<file path="config.mk">
export PLATFORM = sky130hd
export DESIGN_NAME = boot_loader
export DESIGN_NICKNAME = d
export VERILOG_FILES = /design/src/rtl/boot_pkg.sv /design/src/rtl/boot_loader.sv
export SDC_FILE = /design/constraint.sdc
export NUM_CORES = 1
export LEC_CHECK = 0
export CORE_MARGIN = 2
export CORE_UTILIZATION = 45
export DETAILED_ROUTE_END_ITERATION = 10
export PLACE_DENSITY_LB_ADDON = 0.05
export SLEW_MARGIN = 20
export SYNTH_ARGS = -nofsm -noshare
export SYNTH_HDL_FRONTEND = slang
export SYNTH_SLANG_ARGS = --single-unit
</file>
<file path="constraint.sdc">
create_clock -name clk -period 2.5 [get_ports clk]
set_input_delay 0.25 -clock clk [delete_from_list [all_inputs] [get_ports clk]]
set_output_delay 0.25 -clock clk [all_outputs]
set_load 0.01 [all_outputs]
</file>
<file path="src/rtl/boot_pkg.sv">
// Shared types and constants for the byte-stream boot loader.
package boot_pkg;

  typedef enum logic [2:0] {
    IDLE,
    LEN_LO,
    LEN_HI,
    DATA,
    CHK_WAIT,
    CHECK,
    DONE,
    ERROR
  } boot_state_t;

  // Frame start marker.
  localparam logic [7:0] BOOT_HDR = 8'hA5;

endpackage

</file>
<file path="src/rtl/boot_loader.sv">
// Boot loader: receives a framed program image over a valid/ready byte
// stream, writes little-endian 32-bit words into instruction memory from
// word address 0, and releases the CPU from reset once the frame checksum
// has been verified.
module boot_loader
  import boot_pkg::*;
#(
  parameter int ADDR_W = 8
) (
  input  logic              clk,
  input  logic              rst,
  input  logic [7:0]        rx_data,
  input  logic              rx_valid,
  output logic              rx_ready,
  output logic              imem_we,
  output logic [ADDR_W-1:0] imem_addr,
  output logic [31:0]       imem_wdata,
  output logic              cpu_rst,
  output logic              load_done,
  output logic              load_error,
  output logic              busy
);

  // Largest accepted word count; one bit wider than the address so that a
  // full-memory image is representable.
  localparam logic [16:0] CAP = 17'(2 ** ADDR_W);

  boot_state_t       state_q, state_d;
  logic [7:0]        len_lo_q;
  logic [15:0]       len_q;
  logic [ADDR_W:0]   word_cnt_q;
  logic [1:0]        byte_cnt_q;
  logic [23:0]       shift_q;
  logic [7:0]        xor_q;
  logic              imem_we_q;
  logic [ADDR_W-1:0] imem_addr_q;
  logic [31:0]       imem_wdata_q;
  logic              cpu_rst_q;
  logic              load_done_q;
  logic              load_error_q;

  logic        accept;
  logic        is_hdr;
  logic [15:0] n_full;
  logic        oversize;
  logic        last_word;

  assign accept    = rx_valid && rx_ready;
  assign is_hdr    = (rx_data == BOOT_HDR);
  assign n_full    = {rx_data, len_lo_q};
  assign oversize  = ({1'b0, n_full} > CAP);
  assign last_word = ((32'(word_cnt_q) + 32'd1) == 32'(len_q));

  // State register (synchronous active-low reset).
  always_ff @(posedge clk) begin
    // NOTE: sequential state uses non-blocking assignments so every flop
    // samples pre-edge values regardless of block evaluation order.
    if (!rst) state_q <= IDLE;
    else      state_q <= state_d;
  end

  // Next-state logic; a stalled stream (no accept) holds the state.
  always_comb begin
    // NOTE: default assignment first so no path through the case leaves
    // state_d unassigned, which would infer a latch.
    state_d = state_q;
    case (state_q)
      IDLE, DONE, ERROR: if (accept && is_hdr) state_d = LEN_LO;
      LEN_LO:            if (accept) state_d = LEN_HI;
      LEN_HI: begin
        if (accept) begin
          if (oversize)              state_d = ERROR;
          else if (n_full == 16'd0)  state_d = CHK_WAIT;
          else                       state_d = DATA;
        end
      end
      DATA:     if (accept && byte_cnt_q == 2'd3 && last_word) state_d = CHK_WAIT;
      CHK_WAIT: if (accept) state_d = CHECK;
      // CHK has been folded into the running XOR, so a match leaves zero.
      CHECK:    state_d = (xor_q == 8'd0) ? DONE : ERROR;
      default:  state_d = IDLE;
    endcase
  end

  // Combinational outputs decoded from state and reset.
  always_comb begin
    rx_ready = rst && (state_q != CHECK);
    busy     = state_q inside {LEN_LO, LEN_HI, DATA, CHK_WAIT, CHECK};
  end

  // Datapath: length capture, word assembly, checksum, registered outputs.
  always_ff @(posedge clk) begin
    if (!rst) begin
      len_lo_q     <= '0;
      len_q        <= '0;
      word_cnt_q   <= '0;
      byte_cnt_q   <= '0;
      shift_q      <= '0;
      xor_q        <= '0;
      imem_we_q    <= 1'b0;
      imem_addr_q  <= '0;
      imem_wdata_q <= '0;
      cpu_rst_q    <= 1'b1;
      load_done_q  <= 1'b0;
      load_error_q <= 1'b0;
    end else begin
      imem_we_q <= 1'b0;
      if (accept) begin
        case (state_q)
          IDLE, DONE, ERROR: begin
            if (is_hdr) begin
              cpu_rst_q    <= 1'b1;
              load_done_q  <= 1'b0;
              load_error_q <= 1'b0;
              xor_q        <= '0;
              byte_cnt_q   <= '0;
              word_cnt_q   <= '0;
            end
          end
          LEN_LO: begin
            len_lo_q <= rx_data;
            xor_q    <= xor_q ^ rx_data;
          end
          LEN_HI: begin
            len_q <= n_full;
            xor_q <= xor_q ^ rx_data;
            if (oversize) load_error_q <= 1'b1;
          end
          DATA: begin
            xor_q      <= xor_q ^ rx_data;
            byte_cnt_q <= byte_cnt_q + 2'd1;
            if (byte_cnt_q == 2'd3) begin
              // Earlier bytes sit in the low lanes, newest byte on top.
              imem_we_q    <= 1'b1;
              imem_addr_q  <= word_cnt_q[ADDR_W-1:0];
              imem_wdata_q <= {rx_data, shift_q};
              word_cnt_q   <= word_cnt_q + 1'b1;
            end else begin
              shift_q <= {rx_data, shift_q[23:8]};
            end
          end
          CHK_WAIT: xor_q <= xor_q ^ rx_data;
          default: ;
        endcase
      end
      if (state_q == CHECK) begin
        if (xor_q == 8'd0) begin
          load_done_q <= 1'b1;
          cpu_rst_q   <= 1'b0;
        end else begin
          load_error_q <= 1'b1;
        end
      end
    end
  end

  assign imem_we    = imem_we_q;
  assign imem_addr  = imem_addr_q;
  assign imem_wdata = imem_wdata_q;
  assign cpu_rst    = cpu_rst_q;
  assign load_done  = load_done_q;
  assign load_error = load_error_q;

endmodule

</file>
==> results of run 1 <==
==> power breakdown <==
group	internal (µW)	switching (µW)
registers	1820	0.161
logic	48.9	55.0
clock network	1240	770
==> worst paths after layout <==
check	cells after the start	slack, ns	to	from
min	3	0.20	word_cnt_q[0]$_SDFFE_PN0P_	rst
max	9	0.14	state_q[0]$_SDFFE_PN0P_	byte_cnt_q[1]$_SDFFE_PN0P_
max reg2reg	9	0.14	state_q[0]$_SDFFE_PN0P_	byte_cnt_q[1]$_SDFFE_PN0P_
min reg2reg	2	0.45	imem_wdata[5]$_SDFFE_PN0P_	imem_wdata[5]$_SDFFE_PN0P_
==> layer usage <==
layer  part of all wire [%]  vias up  wire, µm
li1                       -     2133         -
met1                     48     2019      5780
met2                     47       92      5690
met3                    4.4        8       537
met4                    1.0        0       125
met5                      0        -         0
==> critical path: stages, from the launching register on <==
cell and delay [ns]:
dfxtp_2 0.35, ha_4 0.16, or4b_2 0.63, nor4_2 0.17
buf_4 0.16, o2111ai_1 0.11, o31ai_1 0.20, a21boi_2 0.21
buf_4 0.15, a221oi_1 0.07
==> kinds of logic after synthesis <==
kind of cell | synth area share [%]
compound gates | 18.2
xor+xnor | 2.10
fa+ha+maj | 0.751
buf+inv | 4.26
flops | 45.7
mux | 5.03
simple gates | 24.0
==> sequential cells by signal, summed over array words and instances (netlist names) <==
register	cells
imem_addr	8
len_lo_q	8
load_error	1
load_done	1
imem_we	1
word_cnt_q	9
len_q	16
shift_q	24
imem_wdata	32
byte_cnt_q	2
cpu_rst	1
state_q	3
xor_q	8
==> cell type report <==
cell class                      count  area, µm²  area share [%]
Clock buffer                       22        453            7.14
Tap cell                          140        175            2.76
Inverter                            8       31.3           0.493
Clock inverter                      7       37.5           0.592
Timing Repair Buffer               86        831            13.1
Sequential cell                   114       2280            36.0
Multi-Input combinational cell    432       2530            39.9
==> through the flow <==
stage          setup TNS (ns)  util (%)  hold WS, ns  total power, µW  worst slack, ns
6_report                    0      58.5        0.202             3930            0.142
3_3_place_gp           -0.208      53.8        0.442             1960          -0.0884
2_1_floorplan               0         -        0.395             1910            0.382
5_1_grt             -0.000586      58.5        0.203             4080        -0.000586
4_1_cts                     0      58.3        0.176             3980           0.0261
3_5_place_dp           -0.243      53.8        0.446             1960          -0.0935
==> repair_timing <==
action / CTS / global route
setup endpoints to repair: 3 / 3
resized for setup: 3 / 4
pin swaps: 0 / 1
==> placed cells by master (no fill, tap or decap), types with 3 or more instances in the layout <==
cell             synthesis  final
nand3b_1                 5      5
dfxtp_1                114    112
xor2_1                   6      6
clkbuf_8                 0      3
or4_1                    3      3
o21ai_0                 24     24
a21boi_1                28     28
clkbuf_16                0     16
buf_4                    2     26
a21oi_1                  7      7
or3_1                    5      5
clkinv_2                 1      7
nand2_1                160    160
nand3_1                  9      9
clkbuf_1                29      3
nor3_1                   3      3
nor2_1                  24     24
clkdlybuf4s50_1          0     55
o21a_1                   3      3
xnor2_1                  6      6
inv_1                    7      7
and2_1                   9      9
nor2b_1                 25     25
a21boi_0                44     43
buf_12                   0      4
nor4_1                   7      5
mux2i_1                 24     24
==> results.py, run 1 <==
metrics = {
    "timing": {
        "hold_viol": 0,
        "skew_ns": 0.00823,
        "slew_headroom_pct": 54.1,
        "finalSetupViolations": 0,
        "max_freq_mhz": 424,
        "finalMaxSlewViolations": 0,
        "worst_slew_pin_slew_ns": 0.688,
        "finalCritPeriodShare_pct": 94.3,
        "period_needed_ns": 2.36,
    },
    "synthesis": {
        "synth_most_common_cell": "nand2_1",
        "synthCells": 594,
        "synth_commonest_cells": "nand2_1 (160), dfxtp_1 (114), a21boi_0 (44), clkbuf_1 (29), a21boi_1 (28)",
        "syn_area_um2": 5000,
        "synthTopCellsByArea": "dfxtp_1 (46%), nand2_1 (12%), a21boi_0 (6.6%)",
        "yosysSeqAreaShare_pct": 45.7,
        "ys_types": 56,
        "ys_ff_latch": 114,
        "synth_area_per_cell_um2": 8.41,
        "synth.net_count": 608,
        "postSynth.asyncResetShare_pct": 0,
        "ys_warn_count": 0,
        "synth_top_area_cell": "dfxtp_1",
        "synth_ff_type": "dfxtp_1",
        "synth_edf_count": 0,
        "synth_top_area_share_pct": 45.7,
    },
    "floorplanning": {
        "top_level_ports": 57,
        "die_y_um": 109,
        "start_util_pct": 46.1,
        "placementRows": 38,
        "fp.dieW_um": 109,
        "coreArea_um2": 10800,
        "dieArea_um2": 12000,
    },
    "critical_path": {
        "required_ns": 2.85,
        "critPathKind": "flip-flop to flip-flop",
        "cp_max_fo": 4,
        "crit_path_start_kind": "flip-flop",
        "crit_arrival_ns": 2.70,
        "end_kind": "flip-flop",
    },
    "min_path": {
        "min_path_type": "primary input to flip-flop",
    },
    "routing": {
        "via_per_inst": 5.26,
        "ant_nets": 0,
        "drtIter0Drc": 272,
        "dr.pass1.iters": 5,
        "wl_um": 12100,
        "drc": 0,
        "vias": 4252,
        "wl_per_cell_um": 15.0,
    },
    "finish": {
        "design_area_um2": 6340,
        "insertedDiodeCount": 0,
        "n_fill_cell": 1037,
        "area_growth_pct": 26.9,
        "nets": 673,
        "fin_cells": 809,
        "drive_above_1_share_pct": 10.9,
    },
    "grt": {
        "grt.overflow.total": 0,
        "grt_max_degree": 83,
        "grtUsageMet2_pct": 34.6,
        "grt_pass1_vias": 3956,
        "top_usage_layer": "met2",
        "grt_antenna_before_repair": 0,
        "gr-usage-met3_pct": 6.28,
        "use_met1_pct": 28.0,
        "grt_pass1_wl_um": 19700,
        "track_usage_pct": 21.4,
    },
    "placement": {
        "dpl_cell_area_um2": 5830,
        "gp_congestion": 0.859,
        "dpl.cell_count": 780,
        "hpwl_um": 8290,
        "port_buffers": 56,
    },
    "clock_network": {
        "cts_buffers": 17,
        "clk_latency_ns": 0.50,
        "htreeDepth": 4,
        "cts_root_buf": "clkbuf_8",
        "path_clk_slew_ns": 0.05,
        "postCtsSetupRepairBufs": 0,
        "cts.sinks": 114,
        "clockBufferDepth": 2,
        "cts_tree": "yes",
        "hold_buffers": 0,
    },
    "power": {
        "powerDensity_nw_per_um2": 620,
        "p_leak_uw": 0.00215,
        "irDropWorstVdd_mv": 0.460,
    },
    "run": {
        "drv_cap": 0,
    },
    "outcome": {
        "outcome": "finished, final reports clean",
    },
}
Note: power is estimated with default switching activity, not from simulation.
==> run 2: changes to the inputs <==
--- a/config.mk
+++ b/config.mk
@@ -5,10 +5,13 @@
 export SDC_FILE = /design/constraint.sdc
 export NUM_CORES = 1
 export LEC_CHECK = 0
+export CELL_PAD_IN_SITES_DETAIL_PLACEMENT = 1
+export CELL_PAD_IN_SITES_GLOBAL_PLACEMENT = 2
 export CORE_MARGIN = 2
-export CORE_UTILIZATION = 45
+export CORE_UTILIZATION = 34
 export DETAILED_ROUTE_END_ITERATION = 10
 export PLACE_DENSITY_LB_ADDON = 0.05
+export REMOVE_ABC_BUFFERS = 1
 export SLEW_MARGIN = 20
 export SYNTH_ARGS = -nofsm -noshare
 export SYNTH_HDL_FRONTEND = slang
==> constraint.sdc (replaced) <==
create_clock -name clk -period 2.5 [get_ports clk]
set_input_delay 0.375 -clock clk [delete_from_list [all_inputs] [get_ports clk]]
set_output_delay 0.375 -clock clk [all_outputs]
set_load 0.01 [all_outputs]
==> results.py, run 2 (synthesized netlist as in run 1, its figures left out) <==
metrics = {
    "grt": {
        "grt.overflow.total": 0,
        "grt_pass1_wl_um": 22600,
        "grt_max_degree": 92,
        "track_usage_pct": 17.9,
        "grt_antenna_before_repair": 0,
        "grt_pass1_vias": 4412,
    },
    "critical_path": {
        "cp_max_fo": 3,
        "required_ns": 2.86,
        "cp_common_cell": "buf_4",
        "end_kind": "flip-flop",
        "crit_buf_inv": 2,
        "critPathKind": "flip-flop to flip-flop",
        "crit_arrival_ns": 2.70,
        "reg2reg_to": "state_q[2]$_SDFFE_PN0P_",
        "r2r_slack_ns": 0.15,
        "rr_worst_depth": 9,
        "crit_chain": "ha_2 -> or4b_4 -> nor4_4 -> buf_4 -> o2111ai_1 -> o31ai_1 -> a21boi_1 -> buf_4 -> a41o_1",
        "worstReg2RegStart": "byte_cnt_q[1]$_SDFFE_PN0P_",
        "cpPeakStageDelay_ns": 0.49,
        "cp_top_family": "compound AO/OA/AOI/OAI gates",
        "crit_path_start_kind": "flip-flop",
        "slowest_stage": "or4b_4",
    },
    "finish": {
        "layout_common_cells": "nand2_1 (160), dfxtp_1 (114), clkdlybuf4s50_1 (55), a21boi_0 (43), buf_4 (36)",
        "layout_commonest_cell": "nand2_1",
        "nets": 682,
        "area_growth_pct": 32.0,
        "fin_cells": 864,
        "design_area_um2": 6600,
        "insertedDiodeCount": 0,
        "multiInputGateArea_um2": 2530,
        "largest_reg_flops": 32,
        "drive_above_1_share_pct": 12.4,
        "regArea_um2": 2280,
        "n_fill_cell": 1683,
    },
    "routing": {
        "wl_um": 13700,
        "vias": 4329,
        "dr.pass1.iters": 4,
        "via_per_inst": 5.01,
        "ant_nets": 0,
        "drc": 0,
        "drtIter0Drc": 215,
        "wl_per_cell_um": 15.8,
    },
    "floorplanning": {
        "top_level_ports": 57,
        "dieArea_um2": 15700,
        "coreArea_um2": 14400,
        "fp.dieW_um": 125,
        "placementRows": 44,
        "die_y_um": 125,
        "start_util_pct": 34.6,
    },
    "power": {
        "p_leak_uw": 0.00225,
        "irDropWorstVdd_mv": 0.512,
        "fin_total_pwr_uw": 4530,
        "powerDensity_nw_per_um2": 687,
    },
    "timing": {
        "period_needed_ns": 2.35,
        "setup_slack_ns": 0.154,
        "finalSetupViolations": 0,
        "slew_headroom_pct": 49.2,
        "worst_slew_pin_slew_ns": 0.763,
        "finalMaxSlewViolations": 0,
        "hold_viol": 0,
        "rsz0062_at_grt": "no",
        "skew_ns": 0.0103,
        "finalCritPeriodShare_pct": 93.9,
        "max_freq_mhz": 426,
    },
    "placement": {
        "hpwl_um": 9190,
        "dp_worst_setup_slack_ns": -0.168,
        "dpl.cell_count": 833,
        "port_buffers": 56,
        "dpl_cell_area_um2": 5940,
        "gp_congestion": 0.853,
    },
    "clock_network": {
        "cts_root_buf": "clkbuf_16",
        "clk_latency_ns": 0.41,
        "clockBufferDepth": 2,
        "cts_buffers": 17,
        "cts.sinks": 114,
        "htreeDepth": 4,
        "path_clk_slew_ns": 0.05,
        "cts_tree": "yes",
    },
    "min_path": {
        "min_path_type": "primary input to flip-flop",
        "min-delay-start": "rst",
        "holdPathEnd": "cpu_rst$_SDFF_PN1_",
        "worstHoldPathCells": 3,
    },
    "outcome": {
        "outcome": "finished, final reports clean",
    },
    "run": {
        "drv_cap": 0,
    },
}
## run 2: changes by cell type in the layout (fill, tap and decap cells not counted), moves of 2 or more
cell,previous run,this run
buf_4,26,36
bufinv_16,0,4
clkbuf_1,3,1
clkinv_2,7,3
clkinvlp_4,1,3
dfxtp_1,112,114
dfxtp_2,2,0
## run 2: where the power goes
| part | internal [µW] | switching [µW] | total (µW) |
|---|---|---|---|
| Sequential | 1820 | 0.111 | 1820 |
| Clock | 1760 | 841 | 2610 |
| Combinational | 52.2 | 57.3 | 109 |
## run 2: metrics by stage
step           utilization, %  hold slack [ns]  setup TNS [ns]
6_report                 45.7            0.411               0
5_1_grt                  45.7            0.418               0
4_1_cts                  45.7            0.402               0
3_5_place_dp             41.2            0.449           -6.58
3_3_place_gp             41.2            0.442           -4.58
2_1_floorplan               -            0.431          -20.94
## run 2: worst reg2reg max path, cell delays in order, from the launching register on
cell	delay, ns
dfxtp_1	0.34
ha_2	0.22
or4b_4	0.50
nor4_4	0.18
buf_4	0.15
o2111ai_1	0.12
o31ai_1	0.28
a21boi_1	0.20
buf_4	0.15
a41o_1	0.15
## run 2: repair_timing
| action | CTS | global route |
|---|---|---|
| resized for setup | 5 | 0 |
| hold buffers | 0 | 0 |
| setup endpoints to repair | 3 | 0 |
| setup buffers | 0 | 0 |
## run 2: worst max-delay path by stage
stage	from	cells after the start	end	slack, ns
2_1_floorplan	state_q[1]$_SDFFE_PN0P_	4	len_q[0]$_SDFFE_PN0P_	-0.90
3_3_place_gp	byte_cnt_q[0]$_SDFFE_PN0P_	9	state_q[2]$_SDFFE_PN0P_	-0.16
5_1_grt	byte_cnt_q[1]$_SDFFE_PN0P_	9	state_q[0]$_SDFFE_PN0P_	0.04
4_1_cts	byte_cnt_q[0]$_SDFFE_PN0P_	9	state_q[2]$_SDFFE_PN0P_	0.14
3_5_place_dp	rx_data[1]	8	word_cnt_q[8]$_SDFFE_PN0P_	-0.17
6_report	byte_cnt_q[1]$_SDFFE_PN0P_	9	state_q[2]$_SDFFE_PN0P_	0.15
## run 2: area by class of cell
class                           count  share of cell area [%]
Inverter                            8                   0.474
Timing Repair Buffer               95                    13.4
Clock buffer                       22                    7.34
Multi-Input combinational cell    432                    38.4
Tap cell                          184                    3.49
Clock inverter                      9                    2.31
Sequential cell                   114                    34.6
## run 2: routing by layer
| layer | track usage [%] | part of all wire (%) |
|---|---|---|
| met1 | 23.0 | 48 |
| met2 | 29.4 | 48 |
| met3 | 4.62 | 2.7 |
| met4 | 6.14 | 1.4 |
| met5 | 0 | 0 |
==> run 3: changes to the inputs <==
--- a/config.mk
+++ b/config.mk
@@ -7,11 +7,12 @@
 export LEC_CHECK = 0
 export CELL_PAD_IN_SITES_DETAIL_PLACEMENT = 1
 export CELL_PAD_IN_SITES_GLOBAL_PLACEMENT = 2
-export CORE_MARGIN = 2
+export CORE_MARGIN = 5
 export CORE_UTILIZATION = 34
 export DETAILED_ROUTE_END_ITERATION = 10
 export PLACE_DENSITY_LB_ADDON = 0.05
 export REMOVE_ABC_BUFFERS = 1
+export SKIP_LAST_GASP = 1
 export SLEW_MARGIN = 20
 export SYNTH_ARGS = -nofsm -noshare
 export SYNTH_HDL_FRONTEND = slang
==> results.py, run 3 (synthesized netlist as in run 1, its figures left out) <==
metrics = {
    "floorplanning": {
        "top_level_ports": 57,
        "fp.dieW_um": 131,
        "placementRows": 44,
        "dieArea_um2": 17200,
        "die_y_um": 131,
        "coreArea_um2": 14500,
        "start_util_pct": 34.5,
    },
    "routing": {
        "via_per_inst": 5.00,
        "wl_um": 13800,
        "dr.pass1.iters": 4,
        "wl_per_cell_um": 16.0,
        "drtIter0Drc": 188,
        "drc": 0,
        "vias": 4311,
        "ant_nets": 0,
    },
    "timing": {
        "finalCritPeriodShare_pct": 94.2,
        "slew_headroom_pct": 45.5,
        "finalSetupViolations": 0,
        "finalMaxSlewViolations": 0,
        "period_needed_ns": 2.36,
        "fin_tns_setup_ns": 0,
        "skew_ns": 0.00848,
        "hold_viol": 0,
        "rsz0062_at_grt": "no",
        "max_freq_mhz": 424,
        "worst_slew_pin_slew_ns": 0.817,
    },
    "power": {
        "clkPwrFrac_pct": 54.7,
        "irDropWorstVdd_mv": 0.455,
        "powerDensity_nw_per_um2": 652,
        "combPwrFrac_pct": 2.5,
        "swShare_pct": 21.2,
        "internal_power_uw": 3350,
        "seqPwrFrac_pct": 42.8,
        "p_leak_uw": 0.00221,
        "p_switching_uw": 900,
    },
    "grt": {
        "grt_pass1_wl_um": 23700,
        "grt_antenna_before_repair": 0,
        "grt_max_degree": 98,
        "grt_pass1_vias": 4628,
        "grt.overflow.total": 0,
        "track_usage_pct": 16.7,
    },
    "critical_path": {
        "required_ns": 2.85,
        "critPathKind": "primary input to flip-flop",
        "cpPeakStageDelay_ns": 0.53,
        "crit_arrival_ns": 2.71,
        "r2r_slack_ns": 0.21,
        "crit_chain": "clkdlybuf4s50_1 -> or4_4 -> a211o_1 -> a21oi_2 -> nand2_2 -> buf_4 -> nor3_1 -> o21a_1",
        "slowest_stage": "or4_4",
        "crit_path_start_kind": "primary input",
        "cp_top_family": "simple AND/OR/NAND/NOR gates",
        "end_kind": "flip-flop",
        "cp_max_fo": 26,
        "crit_buf_inv": 2,
    },
    "clock_network": {
        "cts.sinks": 114,
        "clockBufferDepth": 2,
        "cts_root_buf": "clkbuf_16",
        "clk_latency_ns": 0.41,
        "cts_tree": "yes",
        "path_clk_slew_ns": 0.06,
        "hold_buffers": 0,
        "cts_buffers": 17,
        "htreeDepth": 4,
    },
    "min_path": {
        "min_path_type": "primary input to flip-flop",
    },
    "placement": {
        "hpwl_um": 9520,
        "gp_congestion": 0.811,
        "dpl_cell_area_um2": 5930,
        "port_buffers": 56,
    },
    "finish": {
        "design_area_um2": 6510,
        "layout_commonest_cell": "nand2_1",
        "final_util_pct": 45.0,
        "largest_reg_flops": 32,
        "nets": 680,
        "area_growth_pct": 30.3,
        "layout_common_cells": "nand2_1 (160), dfxtp_1 (114), clkdlybuf4s50_1 (55), a21boi_0 (43), buf_4 (34)",
        "insertedDiodeCount": 0,
        "drive_above_1_share_pct": 11.9,
    },
    "run": {
        "drv_cap": 0,
    },
    "outcome": {
        "outcome": "finished, final reports clean",
    },
}
## run 3: repair_timing
action                                  4_1_cts  5_1_grt
endpoints found under the setup margin        3        3
pin swaps                                     0        1
resized for setup                             3        3
buffers inserted                              0        0
## run 3: per-stage QoR
step | cells | hold WS, ns | total power [µW] | worst slack (ns)
CTS | 862 | 0.361 | 4310 | 0.0191
finish | 862 | 0.368 | 4250 | 0.144
floorplan | 554 | 0.431 | 1890 | -0.903
global route | 862 | 0.373 | 4410 | 0.0152
detailed placement | 831 | 0.448 | 1970 | -0.204
global placement | 831 | 0.440 | 1970 | -0.178
## run 3: final cells by class
type                       count  area (µm²)
timing repair buffer          93         871
clock buffer                  21         450
multi-input combinational    432        2540
clock inverter                10         111
sequential                   114        2280
tap                          184         230
inverter                       8        31.3
fill                        1709        7970
## run 3: power by group through the flow
stage / logic, µW / clock network [µW] / registers (µW)
2_1_floorplan: 29.0 / 0 / 1860
3_3_place_gp: 108 / 0 / 1860
3_5_place_dp: 109 / 0 / 1860
4_1_cts: 109 / 2380 / 1820
5_1_grt: 115 / 2480 / 1820
6_report: 105 / 2320 / 1820
## run 3: worst reg2reg max path, stage by stage (launching register included)
cell	delay, ns
dfxtp_1	0.36
buf_4	0.17
or3_1	0.37
a211o_1	0.36
a21oi_2	0.19
nand2_2	0.13
buf_4	0.25
nor3_1	0.26
o21a_1	0.15
## run 3: worst paths after layout
kind,start,end,cells past startpoint
setup / recovery,rx_data[4],word_cnt_q[7]$_SDFFE_PN0P_,8
hold / removal,rst,cpu_rst$_SDFF_PN1_,3
setup reg to reg,state_q[1]$_SDFFE_PN0P_,word_cnt_q[7]$_SDFFE_PN0P_,8
hold reg to reg,shift_q[2]$_SDFFE_PN0P_,imem_wdata[2]$_SDFFE_PN0P_,2
## run 3: metal layers
| metal | vias to the layer above | routed length, µm | track usage (%) |
|---|---|---|---|
| li1 | 2148 | - | - |
| met1 | 2092 | 6500 | 21.2 |
| met2 | 54 | 6690 | 27.7 |
| met3 | 17 | 387 | 3.82 |
| met4 | 0 | 204 | 6.35 |
| met5 | - | 0 | 0 |
